==> src/rtl/cpu_write_bridge.sv <==
// cpu_write_bridge: captures 6502 writes to $8000-$FFFF and replays them
// as SDRAM write requests through a 4-entry FIFO.
module cpu_write_bridge #(
   parameter int unsigned SAMPLE_DELAY = 10,
   parameter logic [22:0] BASE_ADDR    = 23'h000000
) (
   input  logic        clk,
   input  logic        rst,
   input  logic        enable,
   input  logic        c6502_m2,
   input  logic        c6502_rw,
   input  logic        c6502_cs,
   input  logic [14:0] c6502_addr,
   input  logic [7:0]  c6502_data,
   output logic [22:0] ram_addr,
   output logic        ram_rw,
   output logic [31:0] data_in,
   input  logic        busy,
   output logic        in_valid,
   output logic [7:0]  bank_reg,
   output logic        overflow,
   output logic [15:0] write_count
);

   localparam int CW = (SAMPLE_DELAY > 2) ? $clog2(SAMPLE_DELAY) : 1;

   localparam logic [1:0] S_IDLE = 2'd0;
   localparam logic [1:0] S_WAIT = 2'd1;
   localparam logic [1:0] S_HOLD = 2'd2;

   localparam logic [1:0] D_IDLE = 2'd0;
   localparam logic [1:0] D_REQ  = 2'd1;
   localparam logic [1:0] D_GAP  = 2'd2;

   logic m2_s1_q, m2_s_q, m2_d_q;
   logic m2_rise;

   logic [1:0]    s_state_q, s_state_d;
   logic [CW-1:0] cnt_q, cnt_d;
   logic [7:0]    bank_q, bank_d;
   logic          push;

   logic [22:0] mem_q [4];
   logic [22:0] mem_d [4];
   logic [2:0]  wr_ptr_q, wr_ptr_d;
   logic [2:0]  rd_ptr_q, rd_ptr_d;
   logic        full, empty, push_ok, pop;
   logic [22:0] head;
   logic [15:0] wcnt_q, wcnt_d;
   logic        ovf_q, ovf_d;

   logic [1:0]  d_state_q, d_state_d;
   logic        in_valid_q, in_valid_d;
   logic [22:0] ram_addr_q, ram_addr_d;
   logic [31:0] data_in_q, data_in_d;

   assign m2_rise = m2_s_q & ~m2_d_q;

   always_comb begin
      s_state_d = s_state_q;
      cnt_d     = cnt_q;
      bank_d    = bank_q;
      push      = 1'b0;
      case (s_state_q)
         S_IDLE: begin
            if (m2_rise && enable) begin
               cnt_d     = CW'(SAMPLE_DELAY - 1);
               s_state_d = S_WAIT;
            end
         end
         S_WAIT: begin
            if (cnt_q == '0) begin
               if (!c6502_rw && !c6502_cs) begin
                  push   = 1'b1;
                  bank_d = c6502_data;
               end
               s_state_d = S_HOLD;
            end else begin
               cnt_d = cnt_q - 1'b1;
            end
         end
         S_HOLD: begin
            if (!m2_s_q) s_state_d = S_IDLE;
         end
         default: s_state_d = S_IDLE;
      endcase
      // losing enable aborts any sample in progress
      if (!enable) begin
         s_state_d = S_IDLE;
         push      = 1'b0;
         bank_d    = bank_q;
      end
   end

   assign full  = (wr_ptr_q[1:0] == rd_ptr_q[1:0]) &&
                  (wr_ptr_q[2] != rd_ptr_q[2]);
   assign empty = (wr_ptr_q == rd_ptr_q);
   assign head  = mem_q[rd_ptr_q[1:0]];

   // a pop in the same cycle frees the slot for a push into a full FIFO
   assign push_ok = push && (!full || pop);

   always_comb begin
      mem_d = mem_q;
      if (push_ok) mem_d[wr_ptr_q[1:0]] = {c6502_addr, c6502_data};
      wr_ptr_d = wr_ptr_q + {2'b00, push_ok};
      rd_ptr_d = rd_ptr_q + {2'b00, pop};
      wcnt_d   = wcnt_q + {15'h0, push_ok};
      ovf_d    = ovf_q | (push & ~push_ok);
   end

   always_comb begin
      d_state_d  = d_state_q;
      in_valid_d = in_valid_q;
      ram_addr_d = ram_addr_q;
      data_in_d  = data_in_q;
      pop        = 1'b0;
      case (d_state_q)
         D_IDLE: begin
            if (!empty && enable && !busy) begin
               ram_addr_d = BASE_ADDR + {8'h00, head[22:8]};
               data_in_d  = {24'h0, head[7:0]};
               in_valid_d = 1'b1;
               d_state_d  = D_REQ;
            end
         end
         D_REQ: begin
            if (!busy) begin
               pop        = 1'b1;
               in_valid_d = 1'b0;
               d_state_d  = D_GAP;
            end
         end
         D_GAP:   d_state_d = D_IDLE;
         default: d_state_d = D_IDLE;
      endcase
   end

   always_ff @(posedge clk) begin
      if (rst) begin
         m2_s1_q    <= 1'b0;
         m2_s_q     <= 1'b0;
         m2_d_q     <= 1'b0;
         s_state_q  <= S_IDLE;
         cnt_q      <= '0;
         bank_q     <= 8'h00;
         for (int i = 0; i < 4; i++) mem_q[i] <= '0;
         wr_ptr_q   <= 3'd0;
         rd_ptr_q   <= 3'd0;
         wcnt_q     <= 16'h0;
         ovf_q      <= 1'b0;
         d_state_q  <= D_IDLE;
         in_valid_q <= 1'b0;
         ram_addr_q <= 23'h0;
         data_in_q  <= 32'h0;
      end else begin
         m2_s1_q    <= c6502_m2;
         m2_s_q     <= m2_s1_q;
         m2_d_q     <= m2_s_q;
         s_state_q  <= s_state_d;
         cnt_q      <= cnt_d;
         bank_q     <= bank_d;
         mem_q      <= mem_d;
         wr_ptr_q   <= wr_ptr_d;
         rd_ptr_q   <= rd_ptr_d;
         wcnt_q     <= wcnt_d;
         ovf_q      <= ovf_d;
         d_state_q  <= d_state_d;
         in_valid_q <= in_valid_d;
         ram_addr_q <= ram_addr_d;
         data_in_q  <= data_in_d;
      end
   end

   assign ram_addr    = ram_addr_q;
   assign ram_rw      = 1'b1;
   assign data_in     = data_in_q;
   assign in_valid    = in_valid_q;
   assign bank_reg    = bank_q;
   assign overflow    = ovf_q;
   assign write_count = wcnt_q;

endmodule

==> config.mk <==
export PLATFORM = sky130hd
export DESIGN_NAME = cpu_write_bridge
export DESIGN_NICKNAME = d
export VERILOG_FILES = /design/src/rtl/cpu_write_bridge.sv
export SDC_FILE = /design/constraint.sdc
export NUM_CORES = 1
export LEC_CHECK = 0
export ABC_AREA = 1
export CAP_MARGIN = 20
export CELL_PAD_IN_SITES_DETAIL_PLACEMENT = 1
export CELL_PAD_IN_SITES_GLOBAL_PLACEMENT = 1
export CORE_MARGIN = 1.5
export CORE_UTILIZATION = 43
export CTS_BUF_LIST = sky130_fd_sc_hd__clkbuf_8
export CTS_CLUSTER_SIZE = 25
export DETAILED_ROUTE_END_ITERATION = 16
export PLACE_DENSITY = 0.95
export RECOVER_POWER = 100
export SYNTH_ARGS = -nofsm -noshare
export SYNTH_HDL_FRONTEND = slang
export SYNTH_SLANG_ARGS = --single-unit
==> constraint.sdc <==
create_clock -name clk -period 8.3 [get_ports clk]
set_input_delay 2.49 -clock clk [delete_from_list [all_inputs] [get_ports clk]]
set_output_delay 2.49 -clock clk [all_outputs]
set_load 0.05 [all_outputs]
==> metrics.md <==
| Metric | Value |
|---|---|
| Die width | `141 µm` |
| Total setup buffers inserted after CTS | `0` |
| FMAX | `0.154 GHz` |
| Failing checks | `max-capacitance violations, max-slew violations` |
| CP Launch Type | `input port` |
| Worst-case reg-to-reg path depth | `11` |
| # IOs | `112` |
| Syn Inst Count | `1,274` |
| Post_cts resized | `0` |
| Max-slew headroom | `-0.514` |
| Core Area | `18,700 µm²` |
| Worst Hold Depth | `2` |
| Max VDD drop | `104 µV` |
| Routed via count | `7,924` |
| Worst hold path type | `register to register` |
| Largest register by flop count | `mem_q` |
| Critical path's slowest cell | `clkinvlp_2` |
| Largest net degree at the start of global routing | `97` |
| Clock-pin transition on the worst setup and hold timing paths | `0.08 ns` |
| Final instance area | `9160 µm²` |
| CP peak stage delay | `2.05 ns` |
| RePlAce Congestion | `0.756` |
| ANT nets after route | `0` |
| Vias per cell | `5.12` |
| Vias in the first global route | `7,989` |
| Crit Path Max Fanout | `63` |
| CTS Sinks | `158` |
| First-pass GRT wire length | `38,500 µm` |
| DIE AREA | `19,900 µm²` |
| H-tree depth reported by CTS | `4` |
| Critical Path RT | `8.67 ns` |
| Initial antenna violation count | `0` |
| Commonest non-fill, non-tap cell in the layout | `nand2_1` |
| PwrDens | `157 nW/µm²` |
| Syn Area/Cell | `6.43 µm²` |
| Row Count | `50` |
| Antenna diodes | `0` |
| Max reg flops | `92` |
| Sequential share of the synthesized area | `0.386` |
| Clk_lat worst skew | `0.48 ns` |
| Routed WL per cell | `15.3 µm` |
| Die height | `141 µm` |
| Least-Margin Pin Slew | `2.26 ns` |
| Placed Area | `8790 µm²` |
| Fin crit share | `0.782` |
| WS Path Type | `input port to register` |
| Commonest cells after routing, fill and taps aside | `nand2_1 (291), inv_1 (269), nor2_1 (175)` |
| Layout cells sized above 1 | `0.0357` |
| Cell variety after synth | `26` |
| Final Hold Vio Count | `0` |
| Setup tns final | `0 ns` |
| CTS max path bufs | `2` |
| Synth Cell Area | `8190 µm²` |
| Crit. End Element | `register` |
| End of the worst hold path | `m2_s_q$_SDFF_PP0_` |
| Finished Core Util | `0.490` |
| Max-slew violation count | `158` |
| FF-to-FF Start | `rd_ptr_q[0]$_SDFF_PP0_` |
| Status | `finished with violations` |
| Critical hold path startpoint | `m2_s1_q$_SDFF_PP0_` |
| Router iterations before antenna repair | `5` |
| Root buffer cell | `clkbuf_8` |
| Post-Layout Cell Count | `1,549` |
| Hold_ws | `0.416 ns` |
| Initial core utilization | `0.438` |
| PortBufs | `78` |
| RSZ-0062 raised after global routing | `false` |
| Yosys warning count | `0` |
| Routed WL | `23,700 µm` |
| Total gr overflow | `0` |
| DRC viols | `0` |
| Area Overhead vs Synth | `11.8%` |
| Final min period | `6.49 ns` |
| FF+latch count, synth | `158` |
| Cts hold-fix bufs | `0` |
| Reg-to-reg slack, setup | `4.59 ns` |
| DR iter-0 viols | `437` |
| CTS tree | `done` |
| Leakage | `0.00447 µW` |
| Cell count after placement | `1,521` |
| CP cell instances | `dlygate4sd3_1 -> clkinvlp_2 -> buf_4 -> nand2_1 -> nor2_1` |
| Max-cap violations | `3` |
| Final setup vio count | `0` |
| Total track usage | `0.244` |
| DP HPWL | `14,600 µm` |
| Reg2reg end | `ram_addr[1]$_SDFFE_PP0P_` |
| CP arrival | `6.86 ns` |
| Nets | `1,343` |
| Total CTS buffers | `17` |
| Worst-case clock skew | `0.0115 ns` |
[through the flow]
| step | power, µW | setup WS, ns |
|---|---|---|
| 2_1_floorplan | 855 | 3.58 |
| 3_3_place_gp | 867 | 2.85 |
| 3_5_place_dp | 869 | 2.83 |
| 4_1_cts | 1440 | 3.31 |
| 5_1_grt | 1480 | 1.59 |
| 6_report | 1430 | 1.81 |
[cell usage after synthesis (all sizes together)]
cell type / n / area [µm²]
a31oi: 3 / 18.8
conb: 2 / 7.51
or2: 1 / 6.26
nand2: 292 / 1100
nor3: 5 / 25.0
a21oi: 72 / 360
clkbuf: 23 / 86.3
dfxtp: 158 / 3160
nor2: 178 / 688
inv: 270 / 1010
ha: 7 / 87.6
buf: 84 / 584
xnor2: 2 / 17.5
nand4: 95 / 594
o21a: 1 / 7.51
nor4: 1 / 6.26
nand3: 16 / 100
o21ai: 64 / 320
[routing by layer]
layer / global-route usage / up-vias / share of wire
met3: 0.0428 / 55 / 0.043
li1: - / 3861 / -
met1: 0.274 / 3807 / 0.42
met4: 0.129 / 0 / 0.039
met2: 0.439 / 201 / 0.50
met5: 0 / - / 0
[logic make-up after synthesis]
logic type               synth area share
AO/OA/AOI/OAI                      0.0863
buffers and inverters               0.206
AND/OR/NAND/NOR                     0.308
flip-flops                          0.386
XOR/XNOR                          0.00214
adder cells (fa/ha/maj)            0.0107
other                            0.000917
[layout make-up]
type	instances	area [µm²]
sequential	158	3160
timing repair buffer	89	856
tap	234	293
multi-input combinational	770	3460
clock buffer	18	248
inverter	270	1010
clock inverter	10	128
fill	2551	9550
[worst max-delay path by stage]
stage,start,endpoint,depth (start not counted)
4_1_cts,busy,mem_q[47]$_SDFFE_PP0P_,8
5_1_grt,rst,ram_addr[10]$_SDFFE_PP0P_,5
3_3_place_gp,rst,mem_q[7]$_SDFFE_PP0P_,5
3_5_place_dp,rst,mem_q[77]$_SDFFE_PP0P_,5
6_report,rst,mem_q[77]$_SDFFE_PP0P_,5
2_1_floorplan,c6502_rw,write_count[8]$_SDFF_PP0_,16
[worst max-delay path: cells and delay by family]
kind                   cells  cell delay, ns
buffers and inverters      3            4.11
and+or+nand+nor            2            0.20
[power by group]
| part | leakage [µW] | switching, µW | internal (µW) |
|---|---|---|---|
| Combinational | 0.00300 | 70.3 | 24.2 |
| Clock | 0.000200 | 285 | 294 |
| Sequential | 0.00127 | 0.911 | 759 |
| Total | 0.00447 | 356 | 1080 |
No activity file was read; power rests on OpenSTA's default activity.
